--- config.mk ---
export PLATFORM = sky130hd
export DESIGN_NAME = stepper_move_controller
export DESIGN_NICKNAME = d
export VERILOG_FILES = /design/src/rtl/stepper_pkg.sv /design/src/rtl/stepper_move_controller_down_counter.sv /design/src/rtl/stepper_move_controller.sv
export SDC_FILE = /design/constraint.sdc
export NUM_CORES = 1
export LEC_CHECK = 0
export BUFFER_PORTS_ARGS = -buffer_cell sky130_fd_sc_hd__buf_2
export CAP_MARGIN = 20
export CORE_MARGIN = 2
export CORE_UTILIZATION = 58
export CTS_BUF_LIST = sky130_fd_sc_hd__clkbuf_16
export CTS_CLUSTER_DIAMETER = 120
export DETAILED_ROUTE_END_ITERATION = 10
export PLACE_DENSITY = 0.88
export SYNTH_ARGS = -nofsm -noshare
export SYNTH_HDL_FRONTEND = slang
export SYNTH_SLANG_ARGS = --single-unit
--- constraint.sdc ---
create_clock -name clk_100mhz_i -period 3.5 [get_ports clk_100mhz_i]
set_input_delay 0.35 -clock clk_100mhz_i [delete_from_list [all_inputs] [get_ports clk_100mhz_i]]
set_output_delay 0.35 -clock clk_100mhz_i [all_outputs]
set_load 0.01 [all_outputs]
--- src/rtl/stepper_pkg.sv ---
// Shared definitions for stepper move sequencing.
// Contents: sequencer state enum, direction encodings, default widths and
// timings (also meant for a future multi-axis top), and a helper that sizes
// the shared down-counter.
package stepper_pkg;

   typedef enum logic [2:0] {
      StIdle,
      StDirSetup,
      StWaitTick,
      StPulse,
      StDone
   } state_e;

   localparam logic DIR_POS = 1'b1;
   localparam logic DIR_NEG = 1'b0;

   localparam int unsigned DEF_STEP_W           = 16;
   localparam int unsigned DEF_POS_W            = 32;
   localparam int unsigned DEF_PULSE_CYCLES     = 500;
   localparam int unsigned DEF_DIR_SETUP_CYCLES = 200;

   // Width that holds max(a, b) - 1. The counter is loaded with (cycles - 1).
   function automatic int unsigned cnt_width(input int unsigned a, input int unsigned b);
      int unsigned m;
      m = (a > b) ? a : b;
      return (m < 2) ? 1 : $clog2(m);
   endfunction

endpackage

--- src/rtl/stepper_move_controller_down_counter.sv ---
// Loadable down-counter with a zero flag. It times both the step pulse
// width and the direction setup delay, which never overlap.
// Ports:
//   clk_i, rst_i  clock, async active-high reset
//   load_i        load load_val_i (takes priority over en_i)
//   load_val_i    value to load
//   en_i          decrement by one; holds at zero
//   zero_o        count is zero
module stepper_move_controller_down_counter #(
   parameter int unsigned W = 8
) (
   input  logic         clk_i,
   input  logic         rst_i,
   input  logic         load_i,
   input  logic [W-1:0] load_val_i,
   input  logic         en_i,
   output logic         zero_o
);

   logic [W-1:0] count_q;

   always_ff @(posedge clk_i or posedge rst_i) begin
      if (rst_i) begin
         count_q <= '0;
      end else if (load_i) begin
         count_q <= load_val_i;
      end else if (en_i && (count_q != '0)) begin
         count_q <= count_q - W'(1);
      end
   end

   assign zero_o = (count_q == '0);

endmodule

--- src/rtl/stepper_move_controller.sv ---
// Single-axis move sequencer for one stepper driver.
// Takes signed relative moves over valid/ready, sets direction (with an
// optional setup delay on a direction change), and issues |steps| pulses,
// each launched by a step_tick strobe. Tracks absolute position.
// Ports:
//   clk_100mhz_i, rst_i      clock, async active-high reset
//   step_tick_i              one-cycle step-rate strobe
//   cmd_valid_i/cmd_ready_o  command handshake; ready only in idle
//   cmd_steps_i              signed step count, sign selects direction
//   abort_i                  level; ends the move at the next safe point
//   motor_step_o/motor_dir_o driver pins (dir 1 = positive)
//   busy_o, done_o, aborted_o  move status (done/aborted are 1-cycle pulses)
//   position_o               signed absolute position (wraps)
//   steps_remaining_o        steps still to issue
module stepper_move_controller
   import stepper_pkg::*;
#(
   parameter int unsigned STEP_W           = DEF_STEP_W,
   parameter int unsigned POS_W            = DEF_POS_W,
   parameter int unsigned PULSE_CYCLES     = DEF_PULSE_CYCLES,
   parameter int unsigned DIR_SETUP_CYCLES = DEF_DIR_SETUP_CYCLES
) (
   input  logic                     clk_100mhz_i,
   input  logic                     rst_i,
   input  logic                     step_tick_i,
   input  logic                     cmd_valid_i,
   output logic                     cmd_ready_o,
   input  logic signed [STEP_W-1:0] cmd_steps_i,
   input  logic                     abort_i,
   output logic                     motor_step_o,
   output logic                     motor_dir_o,
   output logic                     busy_o,
   output logic                     done_o,
   output logic                     aborted_o,
   output logic signed [POS_W-1:0]  position_o,
   output logic [STEP_W-1:0]        steps_remaining_o
);

   localparam int unsigned CntW        = cnt_width(PULSE_CYCLES, DIR_SETUP_CYCLES);
   localparam bit          HasDirSetup = (DIR_SETUP_CYCLES != 0);
   localparam logic [CntW-1:0] PulseLoad = CntW'(PULSE_CYCLES - 1);
   localparam logic [CntW-1:0] DirLoad   = CntW'(HasDirSetup ? DIR_SETUP_CYCLES - 1 : 0);

   state_e            state_q;
   logic              motor_step_q;
   logic              motor_dir_q;
   logic              busy_q;
   logic              done_q;
   logic              aborted_q;
   logic              abort_pend_q;
   logic [POS_W-1:0]  position_q;
   logic [STEP_W-1:0] steps_rem_q;

   logic              cmd_accept;
   logic              new_dir;
   logic [STEP_W:0]   cmd_ext;
   logic [STEP_W:0]   cmd_mag;
   logic              cmd_zero;
   logic              need_setup;
   logic [POS_W-1:0]  pos_delta;
   logic              last_step;

   logic              cnt_load;
   logic [CntW-1:0]   cnt_load_val;
   logic              cnt_en;
   logic              cnt_zero;

   // Magnitude in STEP_W+1 bits so the most-negative count is representable.
   assign cmd_ext    = {cmd_steps_i[STEP_W-1], cmd_steps_i};
   assign cmd_mag    = cmd_steps_i[STEP_W-1] ? (~cmd_ext + (STEP_W+1)'(1)) : cmd_ext;
   assign cmd_zero   = (cmd_mag == '0);
   assign new_dir    = ~cmd_steps_i[STEP_W-1];
   assign cmd_accept = cmd_valid_i && (state_q == StIdle);
   assign need_setup = HasDirSetup && !cmd_zero && (new_dir != motor_dir_q);
   assign pos_delta  = (motor_dir_q == DIR_POS) ? POS_W'(1) : '1;
   assign last_step  = (steps_rem_q == STEP_W'(1));

   // Timer control: loaded on entry to DIR_SETUP/PULSE, counted while there.
   always_comb begin
      cnt_load     = 1'b0;
      cnt_load_val = '0;
      cnt_en       = 1'b0;
      unique case (state_q)
         StIdle: begin
            if (cmd_accept && need_setup) begin
               cnt_load     = 1'b1;
               cnt_load_val = DirLoad;
            end
         end
         StDirSetup: cnt_en = 1'b1;
         StWaitTick: begin
            if (step_tick_i && !abort_i) begin
               cnt_load     = 1'b1;
               cnt_load_val = PulseLoad;
            end
         end
         StPulse: cnt_en = 1'b1;
         default: ;
      endcase
   end

   stepper_move_controller_down_counter #(
      .W (CntW)
   ) u_timer (
      .clk_i      (clk_100mhz_i),
      .rst_i      (rst_i),
      .load_i     (cnt_load),
      .load_val_i (cnt_load_val),
      .en_i       (cnt_en),
      .zero_o     (cnt_zero)
   );

   always_ff @(posedge clk_100mhz_i or posedge rst_i) begin
      if (rst_i) begin
         state_q      <= StIdle;
         motor_step_q <= 1'b0;
         motor_dir_q  <= DIR_POS;
         busy_q       <= 1'b0;
         done_q       <= 1'b0;
         aborted_q    <= 1'b0;
         abort_pend_q <= 1'b0;
         position_q   <= '0;
         steps_rem_q  <= '0;
      end else begin
         done_q    <= 1'b0;
         aborted_q <= 1'b0;
         unique case (state_q)
            StIdle: begin
               abort_pend_q <= 1'b0;
               if (cmd_accept) begin
                  steps_rem_q <= cmd_mag[STEP_W-1:0];
                  if (cmd_zero) begin
                     state_q <= StDone;
                     done_q  <= 1'b1;
                  end else begin
                     motor_dir_q <= new_dir;
                     busy_q      <= 1'b1;
                     state_q     <= need_setup ? StDirSetup : StWaitTick;
                  end
               end
            end
            StDirSetup: begin
               if (abort_i) begin
                  state_q   <= StDone;
                  busy_q    <= 1'b0;
                  done_q    <= 1'b1;
                  aborted_q <= 1'b1;
               end else if (cnt_zero) begin
                  state_q <= StWaitTick;
               end
            end
            StWaitTick: begin
               // Abort beats a coincident tick: no pulse is launched.
               if (abort_i) begin
                  state_q   <= StDone;
                  busy_q    <= 1'b0;
                  done_q    <= 1'b1;
                  aborted_q <= 1'b1;
               end else if (step_tick_i) begin
                  motor_step_q <= 1'b1;
                  state_q      <= StPulse;
               end
            end
            StPulse: begin
               // Abort during a pulse is remembered; the pulse always runs full width.
               if (abort_i) begin
                  abort_pend_q <= 1'b1;
               end
               if (cnt_zero) begin
                  motor_step_q <= 1'b0;
                  position_q   <= position_q + pos_delta;
                  steps_rem_q  <= steps_rem_q - STEP_W'(1);
                  if (last_step) begin
                     state_q <= StDone;
                     busy_q  <= 1'b0;
                     done_q  <= 1'b1;
                  end else if (abort_pend_q || abort_i) begin
                     state_q   <= StDone;
                     busy_q    <= 1'b0;
                     done_q    <= 1'b1;
                     aborted_q <= 1'b1;
                  end else begin
                     state_q <= StWaitTick;
                  end
               end
            end
            StDone: begin
               state_q <= StIdle;
            end
            default: begin
               state_q <= StIdle;
               busy_q  <= 1'b0;
            end
         endcase
      end
   end

   assign cmd_ready_o       = (state_q == StIdle);
   assign motor_step_o      = motor_step_q;
   assign motor_dir_o       = motor_dir_q;
   assign busy_o            = busy_q;
   assign done_o            = done_q;
   assign aborted_o         = aborted_q;
   assign position_o        = position_q;
   assign steps_remaining_o = steps_rem_q;

endmodule

# Yosys cells after proc, flatten, opt, wreduce, memory -nomap -nowiden

Index checks and enable logic that the tools add are counted.

$add $sub $neg: 4
Equality and inequality tests: 16
Mux-type cells: 48
Bitwise gates (word level): 4
Reductions and logical operators: 24

Operators with widths:

| cell                                                  | count |
|---|---|
| adder 32 bit                                          | 1 |
| 2-to-1 mux 16 bit                                     | 2 |
| 2-to-1 mux 32 bit                                     | 1 |
| one-hot mux 16 bit (2 select lines)                   | 1 |
| 2-to-1 mux 3 bit                                      | 9 |
| 2-to-1 mux 9 bit                                      | 3 |
| 2-to-1 mux 1 bit                                      | 21 |
| one-hot mux 9 bit (2 select lines)                    | 1 |
| adder 17 x 1 -> 17 bit (second input constant)        | 1 |
| zero test 17 bit                                      | 1 |
| 2-to-1 mux 17 bit                                     | 1 |
| inverter 17 bit                                       | 1 |
| equality test 16 x 1 -> 1 bit (second input constant) | 1 |
| subtractor 16 x 1 -> 16 bit (second input constant)   | 1 |
| one-hot mux 3 bit (4 select lines)                    | 1 |
| != test 2 bit (second input constant)                 | 5 |
| zero test 9 bit                                       | 1 |
| != test 3 bit (second input constant)                 | 3 |
| nonzero test 9 bit                                    | 1 |
| subtractor 9 x 1 -> 9 bit (second input constant)     | 1 |
| 2-to-1 mux 8 bit                                      | 1 |
| one-hot mux 1 bit (2 select lines)                    | 4 |
| AND reduction 4 bit                                   | 2 |
| equality test 3 x 2 -> 1 bit (second input constant)  | 2 |
| other kinds (17)                                      | 30 |

Register bits: 66

# Longest topological paths before layout

Word-level depth: 10
Depth in mapped cells: 11
Mapped depth without buffers: 11

# Cells and area by module

From an unflattened synthesis, not the netlist that was laid out.

Cells, all modules: 631
Area, all modules: 5163.7 µm²

Modules (own cells, without submodules):

| module                               | instances | cells an instance | area an instance (µm²) | sequential area each (µm²) |
|---|---|---|---|---|
| stepper_move_controller              | 1         | 562               | 4566.9                 | 1427.6 |
| stepper_move_controller_down_counter | 1         | 69                | 596.8                  | 225.2 |

# Least setup slack after synthesis

OpenSTA, ideal clock, no wires.

Kind: flip-flop to flip-flop
Start: reg motor_dir_q, in the netlist motor_dir_o
End: reg position_q[31], in the netlist position_o[31]
Library setup time: 0.125 ns
Arrival: 3.124 ns
Required time: 3.375 ns
Path slack: 0.251 ns
Cell stages (with the launch flop): 12
Path through: dfstp_2 > inv_1 > ha_1 > a211o_1 > a211o_1 > a31oi_1 > nand3_1 > a21o_1 > nand2_1 > a21oi_1 > mux2_2 > xor2_1

Longest elaborated chain between the ends: 2

RTL lines:

| what                   | line                           | source |
|---|---|---|
| start, declared        | stepper_move_controller.sv:46  | `logic motor_dir_q;` |
| start signal, assigned | stepper_move_controller.sv:136 | `motor_dir_q <= new_dir;` |
| 2-to-1 mux 32 bit      | stepper_move_controller.sv:75  | `assign pos_delta = (motor_dir_q == DIR_POS) ? POS_W'(1) : '1;` |
| adder 32 bit           | stepper_move_controller.sv:171 | `position_q <= position_q + pos_delta;` |
| end signal, assigned   | stepper_move_controller.sv:171 |  |
| end, declared          | stepper_move_controller.sv:51  | `logic [POS_W-1:0] position_q;` |

No other way between the ends.
A chain may end at the register's enable or synchronous reset.

# Worst setup path after layout

Start: reg motor_dir_q, in the netlist motor_dir_o
End: reg position_q[30], in the netlist position_o[30]

The elaborated chain is that of the path after synthesis.

==> load_flow_metrics.sql <==
INSERT INTO impl_metrics (metric_group, metric, value, unit) VALUES
('synthesis', 'synth.top_cells.by_area', 'sky130_fd_sc_hd__dfrtp_1 33%, sky130_fd_sc_hd__ha_1 8.6%, sky130_fd_sc_hd__o21ai_0 8.3%', ''),
('critical_path', 'critical_path.startpoint_type', 'flip-flop', ''),
('synthesis', 'synthXorXnorAreaFrac', '8.66', '%'),
('synthesis', 'yosys.area.top_type_share', '32.8', '%'),
('die', 'boundaryPins', '75', ''),
('synthesis', 'synth.net_count', '659', ''),
('layout', 'final_cell_mix', '82 x sky130_fd_sc_hd__o21ai_0, 78 x sky130_fd_sc_hd__nand2_1, 74 x sky130_fd_sc_hd__buf_2', ''),
('timing', 'post-route-period-util', '93.2', '%'),
('layout', 'layout_commonest_cell', 'sky130_fd_sc_hd__o21ai_0', ''),
('place', 'dp_worst_setup_slack', '0.0186', 'ns'),
('synthesis', 'muxShareOfSynthArea', '0.858', '%'),
('layout', 'drive_above_1_share', '15.6', '%'),
('cts', 'clock-root-buffer', 'sky130_fd_sc_hd__clkbuf_16', ''),
('synthesis', 'synth_top_flop_cell', 'sky130_fd_sc_hd__dfrtp_1', ''),
('synthesis', 'synth-edff-count', '0', ''),
('timing', 'hold_viol_final', '0', ''),
('layout', 'layout-area-overhead-vs-synth', '16.0', '%'),
('min_path', 'worstHoldPathType', 'in -> async', ''),
('cts', 'cts_tree', 'done', ''),
('critical_path', 'worstPathArrival', '3.46', 'ns'),
('synthesis', 'avgSynthCellArea', '8.22', 'sq um'),
('timing', 'max_clock_freq', '0.307', 'GHz'),
('cts', 'worst_skew_late_latency', '0.33', 'ns'),
('drt', 'drt_iter0_drc', '295', ''),
('synthesis', 'synth_top_family_by_area', 'compound AO/OA/AOI/OAI gates', ''),
('cts', 'cts_bufs_inserted', '9', ''),
('run', 'timing.max_cap.violations', '0', ''),
('timing', 'grt_setup_unrepaired', 'false', ''),
('die', 'die_width', '96.4', 'microns'),
('timing', 'skew', '0.00768', 'ns'),
('die', 'core.rowCount', '33', ''),
('die', 'fp.coreArea', '8260', 'sq um'),
('critical_path', 'required', '3.69', 'ns'),
('synthesis', 'synth_cell_type_count', '65', ''),
('synthesis', 'synth-seq-area-share', '33.4', '%'),
('place', 'placement.io_buffers', '74', ''),
('critical_path', 'crit_fanout', '32', ''),
('die', 'die_y', '96.4', 'microns'),
('synthesis', 'post_synth_instance_area', '4960', 'sq um'),
('critical_path', 'rrSetupSlack', '0.24', 'ns'),
('outcome', 'outcome', 'finished clean', ''),
('power', 'power_per_cell_area', '660', 'nW/um^2'),
('critical_path', 'timing_worst_setup_path_type', 'reg -> reg', ''),
('drt', 'antenna_left', '0', ''),
('global_routing', 'globalRouteOverflowTotal', '0', ''),
('power', 'vdd_ir_drop_max', '0.348', 'mV'),
('synthesis', 'post_synth_and_or_nand_nor_area_fraction', '20.6', '%'),
('cts', 'number_of_clock_sinks', '66', ''),
('synthesis', 'synth_top_area_cell', 'sky130_fd_sc_hd__dfrtp_1', ''),
('critical_path', 'worst-r2r-cell-count', '12', ''),
('critical_path', 'cp-end-kind', 'flip-flop', ''),
('cts', 'clkSlewWorstSetupHoldPaths', '0.06', 'ns'),
('synthesis', 'synth-warning-count', '0', ''),
('global_routing', 'grt_pass1_wl', '21000', 'microns'),
('timing', 'setup_viol_count_final', '0', ''),
('global_routing', 'antenna_found_initial', '0', ''),
('place', 'placement.cell_area', '5440', 'sq um'),
('drt', 'remaining_drc_errors', '0', ''),
('cts', 'ctsHtreeMaxLevel', '3', ''),
('timing', 'finalMaxSlewViolations', '0', ''),
('cts', 'cts_buffer_depth', '2', ''),
('drt', 'wl_per_cell', '16.5', 'microns'),
('place', 'globalplace.congestion', '0.966', ''),
('drt', 'detail_route.vias_per_cell', '6.26', ''),
('layout', 'finalInstanceArea', '5750', 'sq um'),
('synthesis', 'ys_seq_elements', '66', ''),
('layout', 'antenna_cells_inserted', '0', ''),
('global_routing', 'groute.usage.overall', '28.8', '%'),
('drt', 'wl', '13000', 'microns'),
('synthesis', 'post_synth_fa_ha_maj_area_fraction', '8.99', '%'),
('synthesis', 'ys_async_sr_fraction', '100', '%');
## metrics by stage
step	hold WS [ns]	utilization [%]	power [uW]	cells
after floorplan	0.479	-	2330	603
after global placement	0.398	65.9	2710	768
after detailed placement	0.407	65.9	2790	768
after CTS	0.0617	69.5	3760	783
after global routing	0.0864	69.6	4050	783
final	0.0511	69.6	3800	783
## synthesized netlist by cell type, drive strengths merged, types with 13 or more instances
master / number
xor2: 25
ha: 34
dfrtp: 65
o21ai: 82
a21o: 13
inv: 20
nor3: 18
nor2: 42
clkbuf: 17
xnor2: 24
a21oi: 55
nand2: 79
## registers in the layout, summed over array words and instances, names as in the netlist
| register | cells |
|---|---|
| aborted_o | 1 |
| state_q | 3 |
| done_o | 1 |
| steps_remaining_o | 16 |
| abort_pend_q | 1 |
| motor_dir_o | 1 |
| busy_o | 1 |
| u_timer.count_q | 9 |
| motor_step_o | 1 |
| position_o | 32 |
## report_power, final
part / switching, uW / internal [uW]
Clock: 321 / 609
Combinational: 1030 / 667
Sequential: 231 / 939
## layout make-up
type	count	area, sq um	area share, %
clock buffers	9	225	3.92
inverters	20	75.1	1.31
clock inverters	6	75.1	1.31
repair buffers	79	420	7.31
flip-flops and latches	66	1650	28.7
multi-input cells	498	3170	55.1
well taps	105	131	2.28
## cell families (layout without fill, tap and decap cells)
family / after synthesis / after routing
multiplexers: 4 / 4
AND/OR/NAND/NOR: 206 / 206
flip-flops: 66 / 66
XOR/XNOR: 49 / 49
buffers and inverters: 39 / 114
AO/OA/AOI/OAI: 204 / 204
adder cells (fa/ha/maj): 35 / 35
## worst max-delay path, stage by stage, from the launching register on
cell and delay (ns):
sky130_fd_sc_hd__dfstp_2 0.57, sky130_fd_sc_hd__inv_1 0.09, sky130_fd_sc_hd__buf_12 0.18, sky130_fd_sc_hd__ha_1 0.41, sky130_fd_sc_hd__and3_1 0.21, sky130_fd_sc_hd__o21ai_0 0.13, sky130_fd_sc_hd__a21oi_1 0.31, sky130_fd_sc_hd__o2111ai_2 0.24
sky130_fd_sc_hd__a211oi_2 0.30, sky130_fd_sc_hd__a31oi_1 0.17, sky130_fd_sc_hd__o21ai_0 0.27, sky130_fd_sc_hd__xnor2_1 0.15, sky130_fd_sc_hd__o21ai_0 0.08
## worst max path at each step
stage | from | to | slack, ns | cells after the start
after floorplan | motor_dir_o | position_o[31] | 0.25 | 11
after global placement | cmd_steps_i[0] | state_q[0] | 0.30 | 11
after detailed placement | cmd_steps_i[0] | u_timer.count_q[1] | 0.02 | 12
after CTS | motor_dir_o | position_o[30] | 0.16 | 12
after global routing | motor_dir_o | position_o[30] | 0.02 | 12
final | motor_dir_o | position_o[30] | 0.24 | 12
## metal layers
layer | global-route usage [%] | wire, microns | vias to the layer above
met5 | 0 | 0 | -
met2 | 47.3 | 6270 | 244
met4 | 9.39 | 217 | 0
met3 | 7.29 | 1020 | 27
met1 | 37.3 | 5450 | 2304
li1 | - | - | 2330
## timing repair
action                     in CTS  in global routing
resized for setup               0                  2
hold buffers                    0                  0
setup endpoints to repair       0                  1
Power figures use the tool's default switching activity.
